File: config.mk
export PLATFORM = sky130hd
export DESIGN_NAME = sampler_stream_ctrl
export DESIGN_NICKNAME = d
export VERILOG_FILES = /design/src/rtl/sampler_stream_ctrl.sv
export SDC_FILE = /design/constraint.sdc
export NUM_CORES = 1
export LEC_CHECK = 0
export CORE_AREA = 8 8 69 71
export CTS_CLUSTER_DIAMETER = 100
export DETAILED_ROUTE_END_ITERATION = 7
export DIE_AREA = 0 0 77 79
export DONT_BUFFER_PORTS = 1
export PLACE_DENSITY = 0.61
export SLEW_MARGIN = 0
export SYNTH_ARGS = -nofsm -noshare
export SYNTH_HDL_FRONTEND = slang
export SYNTH_SLANG_ARGS = --single-unit
File: constraint.sdc
create_clock -name clk_sample -period 3.11 [get_ports clk_sample]
set_clock_uncertainty 0.05 [all_clocks]
set_input_delay 0.4665 -clock clk_sample [delete_from_list [all_inputs] [get_ports clk_sample]]
set_output_delay 0.4665 -clock clk_sample [all_outputs]
set_load 0.01 [all_outputs]
File: src/rtl/sampler_stream_ctrl.sv
// -----------------------------------------------------------------------------
// sampler_stream_ctrl
//   Sequences the 3b sample unpacker: holds it in reset, primes the packet FIFO
//   to a fill threshold, releases it, then watches sample_valid for underrun.
//   The FIFO empty flag seen by the sampler is forced high while it is held
//   off, so it cannot pop words before RUN.
//
//   Optional feature macro: AUTO_RESTART_EN
//     defined   : underrun sends RUN -> FLUSH and streaming resumes on its own
//     undefined : underrun sends RUN -> IDLE; the host must issue start again
//
// Ports
//   clk_sample      in   sample clock, all logic on posedge
//   reset           in   asynchronous active-high reset
//   start           in   1-cycle request to begin streaming (honoured in IDLE)
//   stop            in   1-cycle request to halt streaming (any non-IDLE state)
//   clear_stats     in   clears underrun_count (wins over a same-cycle increment)
//   prime_level     in   FIFO words required before releasing the sampler
//   fifo_level      in   packet FIFO occupancy (same clock domain)
//   fifo_empty      in   packet FIFO empty flag
//   sample_valid    in   sampler output valid
//   sampler_reset   out  sampler reset, registered
//   sampler_empty   out  fifo_empty | ~gate, combinational
//   run_active      out  high while in RUN, registered
//   underrun        out  1-cycle registered underrun pulse
//   underrun_count  out  saturating underrun counter
//   state           out  IDLE=0 FLUSH=1 PRIME=2 RUN=3
// -----------------------------------------------------------------------------
module sampler_stream_ctrl #(
    parameter int unsigned LEVEL_WIDTH  = 12,
    parameter int unsigned HOLDOFF      = 4,
    parameter int unsigned FLUSH_CYCLES = 4
) (
    input  logic                   clk_sample,
    input  logic                   reset,
    input  logic                   start,
    input  logic                   stop,
    input  logic                   clear_stats,
    input  logic [LEVEL_WIDTH-1:0] prime_level,
    input  logic [LEVEL_WIDTH-1:0] fifo_level,
    input  logic                   fifo_empty,
    input  logic                   sample_valid,
    output logic                   sampler_reset,
    output logic                   sampler_empty,
    output logic                   run_active,
    output logic                   underrun,
    output logic [15:0]            underrun_count,
    output logic [1:0]             state
);

    localparam int unsigned COUNT_W = 16;
    // Flush counter walks 0..FLUSH_CYCLES-1; miss counter walks 0..HOLDOFF-1,
    // the HOLDOFF-th miss is detected combinationally and never stored.
    localparam int unsigned FLUSH_W = (FLUSH_CYCLES > 1) ? $clog2(FLUSH_CYCLES) : 1;
    localparam int unsigned MISS_W  = (HOLDOFF > 1) ? $clog2(HOLDOFF) : 1;

    localparam logic [FLUSH_W-1:0] FLUSH_LAST = FLUSH_W'(FLUSH_CYCLES - 1);
    localparam logic [MISS_W-1:0]  MISS_LAST  = MISS_W'(HOLDOFF - 1);

    typedef enum logic [1:0] {
        ST_IDLE  = 2'd0,
        ST_FLUSH = 2'd1,
        ST_PRIME = 2'd2,
        ST_RUN   = 2'd3
    } state_t;

`ifdef AUTO_RESTART_EN
    localparam state_t UNDERRUN_DEST = ST_FLUSH;
`else
    localparam state_t UNDERRUN_DEST = ST_IDLE;
`endif

    state_t               state_q;
    state_t               state_d;
    logic [FLUSH_W-1:0]   flush_cnt_q;
    logic [FLUSH_W-1:0]   flush_cnt_d;
    logic [MISS_W-1:0]    miss_q;
    logic [MISS_W-1:0]    miss_d;
    logic                 armed_q;
    logic                 armed_d;
    logic                 underrun_hit;
    logic                 sampler_reset_d;
    logic                 run_active_d;
    logic [COUNT_W-1:0]   count_q;

    // State and registered-output flops
    always_ff @(posedge clk_sample or posedge reset) begin
        if (reset) begin
            state_q       <= ST_IDLE;
            flush_cnt_q   <= '0;
            miss_q        <= '0;
            armed_q       <= 1'b0;
            sampler_reset <= 1'b1;
            run_active    <= 1'b0;
            underrun      <= 1'b0;
        end else begin
            state_q       <= state_d;
            flush_cnt_q   <= flush_cnt_d;
            miss_q        <= miss_d;
            armed_q       <= armed_d;
            sampler_reset <= sampler_reset_d;
            run_active    <= run_active_d;
            underrun      <= underrun_hit;
        end
    end

    // Next-state, counters and registered-output decode
    always_comb begin
        state_d         = state_q;
        flush_cnt_d     = flush_cnt_q;
        miss_d          = miss_q;
        armed_d         = armed_q;
        underrun_hit    = 1'b0;
        sampler_reset_d = 1'b1;
        run_active_d    = 1'b0;

        case (state_q)
            ST_IDLE: begin
                if (start && !stop) begin
                    state_d = ST_FLUSH;
                end
            end
            ST_FLUSH: begin
                if (flush_cnt_q == FLUSH_LAST) begin
                    state_d = ST_PRIME;
                end else begin
                    flush_cnt_d = flush_cnt_q + FLUSH_W'(1);
                end
            end
            ST_PRIME: begin
                if (fifo_level >= prime_level) begin
                    state_d = ST_RUN;
                end
            end
            ST_RUN: begin
                // Misses only count once the sampler has produced output.
                if (sample_valid) begin
                    armed_d = 1'b1;
                    miss_d  = '0;
                end else if (armed_q) begin
                    if (miss_q == MISS_LAST) begin
                        underrun_hit = 1'b1;
                        state_d      = UNDERRUN_DEST;
                    end else begin
                        miss_d = miss_q + MISS_W'(1);
                    end
                end
            end
            default: begin
                state_d = ST_IDLE;
            end
        endcase

        // stop overrides everything, including a coincident underrun
        if (stop && (state_q != ST_IDLE)) begin
            state_d      = ST_IDLE;
            underrun_hit = 1'b0;
        end

        // Every RUN entry starts disarmed; every FLUSH entry starts at zero
        if (state_d != ST_RUN) begin
            armed_d = 1'b0;
            miss_d  = '0;
        end
        if (state_d != ST_FLUSH) begin
            flush_cnt_d = '0;
        end

        // Release and gate change on the same edge that enters RUN
        sampler_reset_d = (state_d != ST_RUN);
        run_active_d    = (state_d == ST_RUN);
    end

    // Saturating underrun counter; clear wins over increment
    always_ff @(posedge clk_sample or posedge reset) begin
        if (reset) begin
            count_q <= '0;
        end else if (clear_stats) begin
            count_q <= '0;
        end else if (underrun_hit && (count_q != {COUNT_W{1'b1}})) begin
            count_q <= count_q + COUNT_W'(1);
        end
    end

    // The gate is exactly "in RUN", so run_active doubles as the gate
    assign sampler_empty  = fifo_empty | ~run_active;
    assign underrun_count = count_q;
    assign state          = state_q;

endmodule
==> impl_results.md <==
* Number of flops mapped to enable cells by yosys at 0
* Syn Area/Cell at 8.70 um2
* Longest Clk Path Bufs at 2
* Share of Yosys cell area claimed by the top area cell type at 35.8%
* Worst-path fanout max at 16
* Placed cells at 246
* Initial Util at 46.0%
* H-tree levels at 1
* Die area at 6080 um2
* FMAX at 444 MHz
* Horiz. Die Dim at 77 um
* CP cell instances: nand3b_1 -> or2_2 -> inv_1 -> o21a_4 -> and4_4 -> mux2_4
* Sum of buffers and inverters on the critical path at 1
* Mapped Cells at 201
* Remaining Overflow, GRT at 0
* Final hold violations at 0
* Final Power at 586 uW
* First-pass GRT wire length at 6.61 mm
* Setup tns final at 0 ns
* Routed len/inst at 15.5 um
* Pleak at 0.831 nW
* Finish-stage setup viols at 0
* Post-DP Area at 1790 um2
* Highest-delay cell along the critical path: dfrtp_1
* Worst Tran Pin Value at 0.948 ns
* Kind of critical path: reg -> reg
* Worst vdd ir at 0.000169 V
* Vias in the first global route at 1,468
* CP arrival at 2.36 ns
* CP Launch Type: flip-flop
* # DRC at 0
* Run status: complete, no violations
* Total GRT Usage at 12.8%
* Share of layout cells above drive strength 1 at 5.00%
* Synth cell count leaders: dfrtp_1 (25), nor2_1 (22), inv_1 (17), nand2_1 (17), ha_1 (15)
* Clk_lat worst skew at 0.26 ns
* Reg2reg start: state[1]
* Reg-to-Reg End: underrun_count[3]
* Min-Delay Path Class: in -> reg
* Diode count at 0
* Period utilisation layout at 72.4%
* # clock sinks at 26
* DR pass1 iterations at 4
* Core area at 3800 um2
* Num CTS Buffers at 3
* CP delay by family, top: simple AND/OR/NAND/NOR gates
* Non-Filler Instances at 250
* Antenna Violating Nets Remaining at 0
* Mapped Area at 1750 um2
* Cell accounting for the most synthesized area: dfrtp_1
* Post-synth ARST share at 100%
* Initial antenna violation count at 0
* Initial drt markers at 92
* Worst Hold Depth at 1
* Hold Buf Count CTS at 0
* Worst setup EP type: flip-flop
* Area grow syn2layout at 5.01%
* GPL Wtd Cong at 0.851
* Yosys cell types at 41
* Sequential fraction of the synthesis area at 37.3%
* Final Critical Period at 2.25 ns
* Via count at 1,407
* Final Max Slew Viols at 0
* Top-count cell post-synth: dfrtp_1
* Worst hold start: clear_stats
* Final instance area at 1840 um2
* Syn nets at 247
* Die height at 79 um
* Post-cts sizing count at 0
* I/O pins at 53
* Max-Cap Viols at 0
* CTS tree: built
* PwrDens at 319 nW/um2
* Hpwl dp at 3.13 mm
* Worst path max stage delay at 0.67 ns
* Synth warnings at 0
* Fin Hold WS at 0.205 ns
* Slew headroom at 36.7%
* Root Driver: clkbuf_8
* Clock-pin slew on the worst setup and hold paths at 0.09 ns
* Largest net degree at the start of global routing at 27
* FF+latch count, synth at 26
* Worst EP required at 3.21 ns
* Final wirelength at 3.87 mm
* Rows at 23
* Worst r2r path cells at 6
* Post-CTS Setup Repair Bufs at 0
* Via density at 5.63
* Final #Nets at 247
* Top post-synthesis cells by area: dfrtp_1 (36%), ha_1 (11%), nor2_1 (4.7%)
* Min-Delay Endpoint: underrun_count[11]
* Worst reg2reg setup slack at 0.86 ns
* Post-synth top flop: dfrtp_1
* Unrepaired setup endpoints after global routing: no
* I/O Buffers at 0
## report_power, final
| group | total [mW] | switching [mW] | internal (mW) |
|---|---|---|---|
| Combinational | 0.0510 | 0.0293 | 0.0217 |
| Sequential | 0.345 | 0.00558 | 0.340 |
| Clock | 0.189 | 0.0979 | 0.0913 |
| Total | 0.586 | 0.133 | 0.453 |
## kinds of logic (layout without fill, tap and decap cells)
group,Yosys count,in the layout,synth area share [%]
compound gates,34,34,12.7
flops,26,26,37.3
buf+inv,22,21,4.80
xor+xnor,8,8,4.01
simple gates,90,90,26.8
mux,6,6,3.72
fa+ha+maj,15,15,10.7
## how the worst max path moves through the flow
| stage | start | to | slack (ns) | cells after the start |
|---|---|---|---|---|
| 2_1_floorplan | underrun_count[0] | underrun_count[3] | 1.07 | 7 |
| 3_3_place_gp | state[1] | underrun_count[3] | 0.94 | 6 |
| 4_1_cts | state[1] | underrun_count[3] | 0.85 | 6 |
| 5_1_grt | state[1] | underrun_count[3] | 0.71 | 6 |
| 6_report | state[1] | underrun_count[3] | 0.86 | 6 |
| 3_5_place_dp | state[1] | underrun_count[3] | 0.85 | 6 |
## per-layer routing
metal	routed length, um	GRT usage (%)
met3	273	3.39
met4	59	5.66
met2	1810	21.8
met5	0	0
met1	1730	15.0
## state kept, by name, indices dropped and copies added, names as in the netlist
signal / flops
underrun_count: 16
flush_cnt_q: 2
miss_q: 2
state: 2
armed_q: 1
run_active: 1
sampler_reset: 1
underrun: 1
## worst register-to-register path, cell delays in order (launching register included)
cell	delay [ns]
dfrtp_1	0.67
nand3b_1	0.20
or2_2	0.35
inv_1	0.17
o21a_4	0.19
and4_4	0.23
mux2_4	0.29
## cells in the final DEF, fill, tap and decap left out, drive strengths merged, types with 2 or more instances in the layout
cell type and n:
nor2b 5, nand2b 5, a21oi 13, xor2 4
ha 15, dfrtp 25, o21a 3, xnor2 4
nand2 17, o21ai 7, nand3b 3, nor3 5
a311oi 2, o211ai 2, nand4 7, or3 2
mux2i 5, clkbuf 4, and3 5, and2 4
nand3 9, nor2 22, inv 17
## area by class of cell
type | instances | area (um2)
clock buffers | 4 | 45.0
fillers | 383 | 1960
multi-input cells | 153 | 1010
inverters | 17 | 63.8
flip-flops and latches | 26 | 652
well taps | 50 | 62.6
## metrics by stage
step | setup WS (ns) | util (%)
2_1_floorplan | 1.07 | -
6_report | 0.859 | 48.3
5_1_grt | 0.706 | 48.3
3_3_place_gp | 0.938 | 47.1
3_5_place_dp | 0.855 | 47.1
4_1_cts | 0.854 | 48.3
No activity file was read; power rests on OpenSTA's default activity.
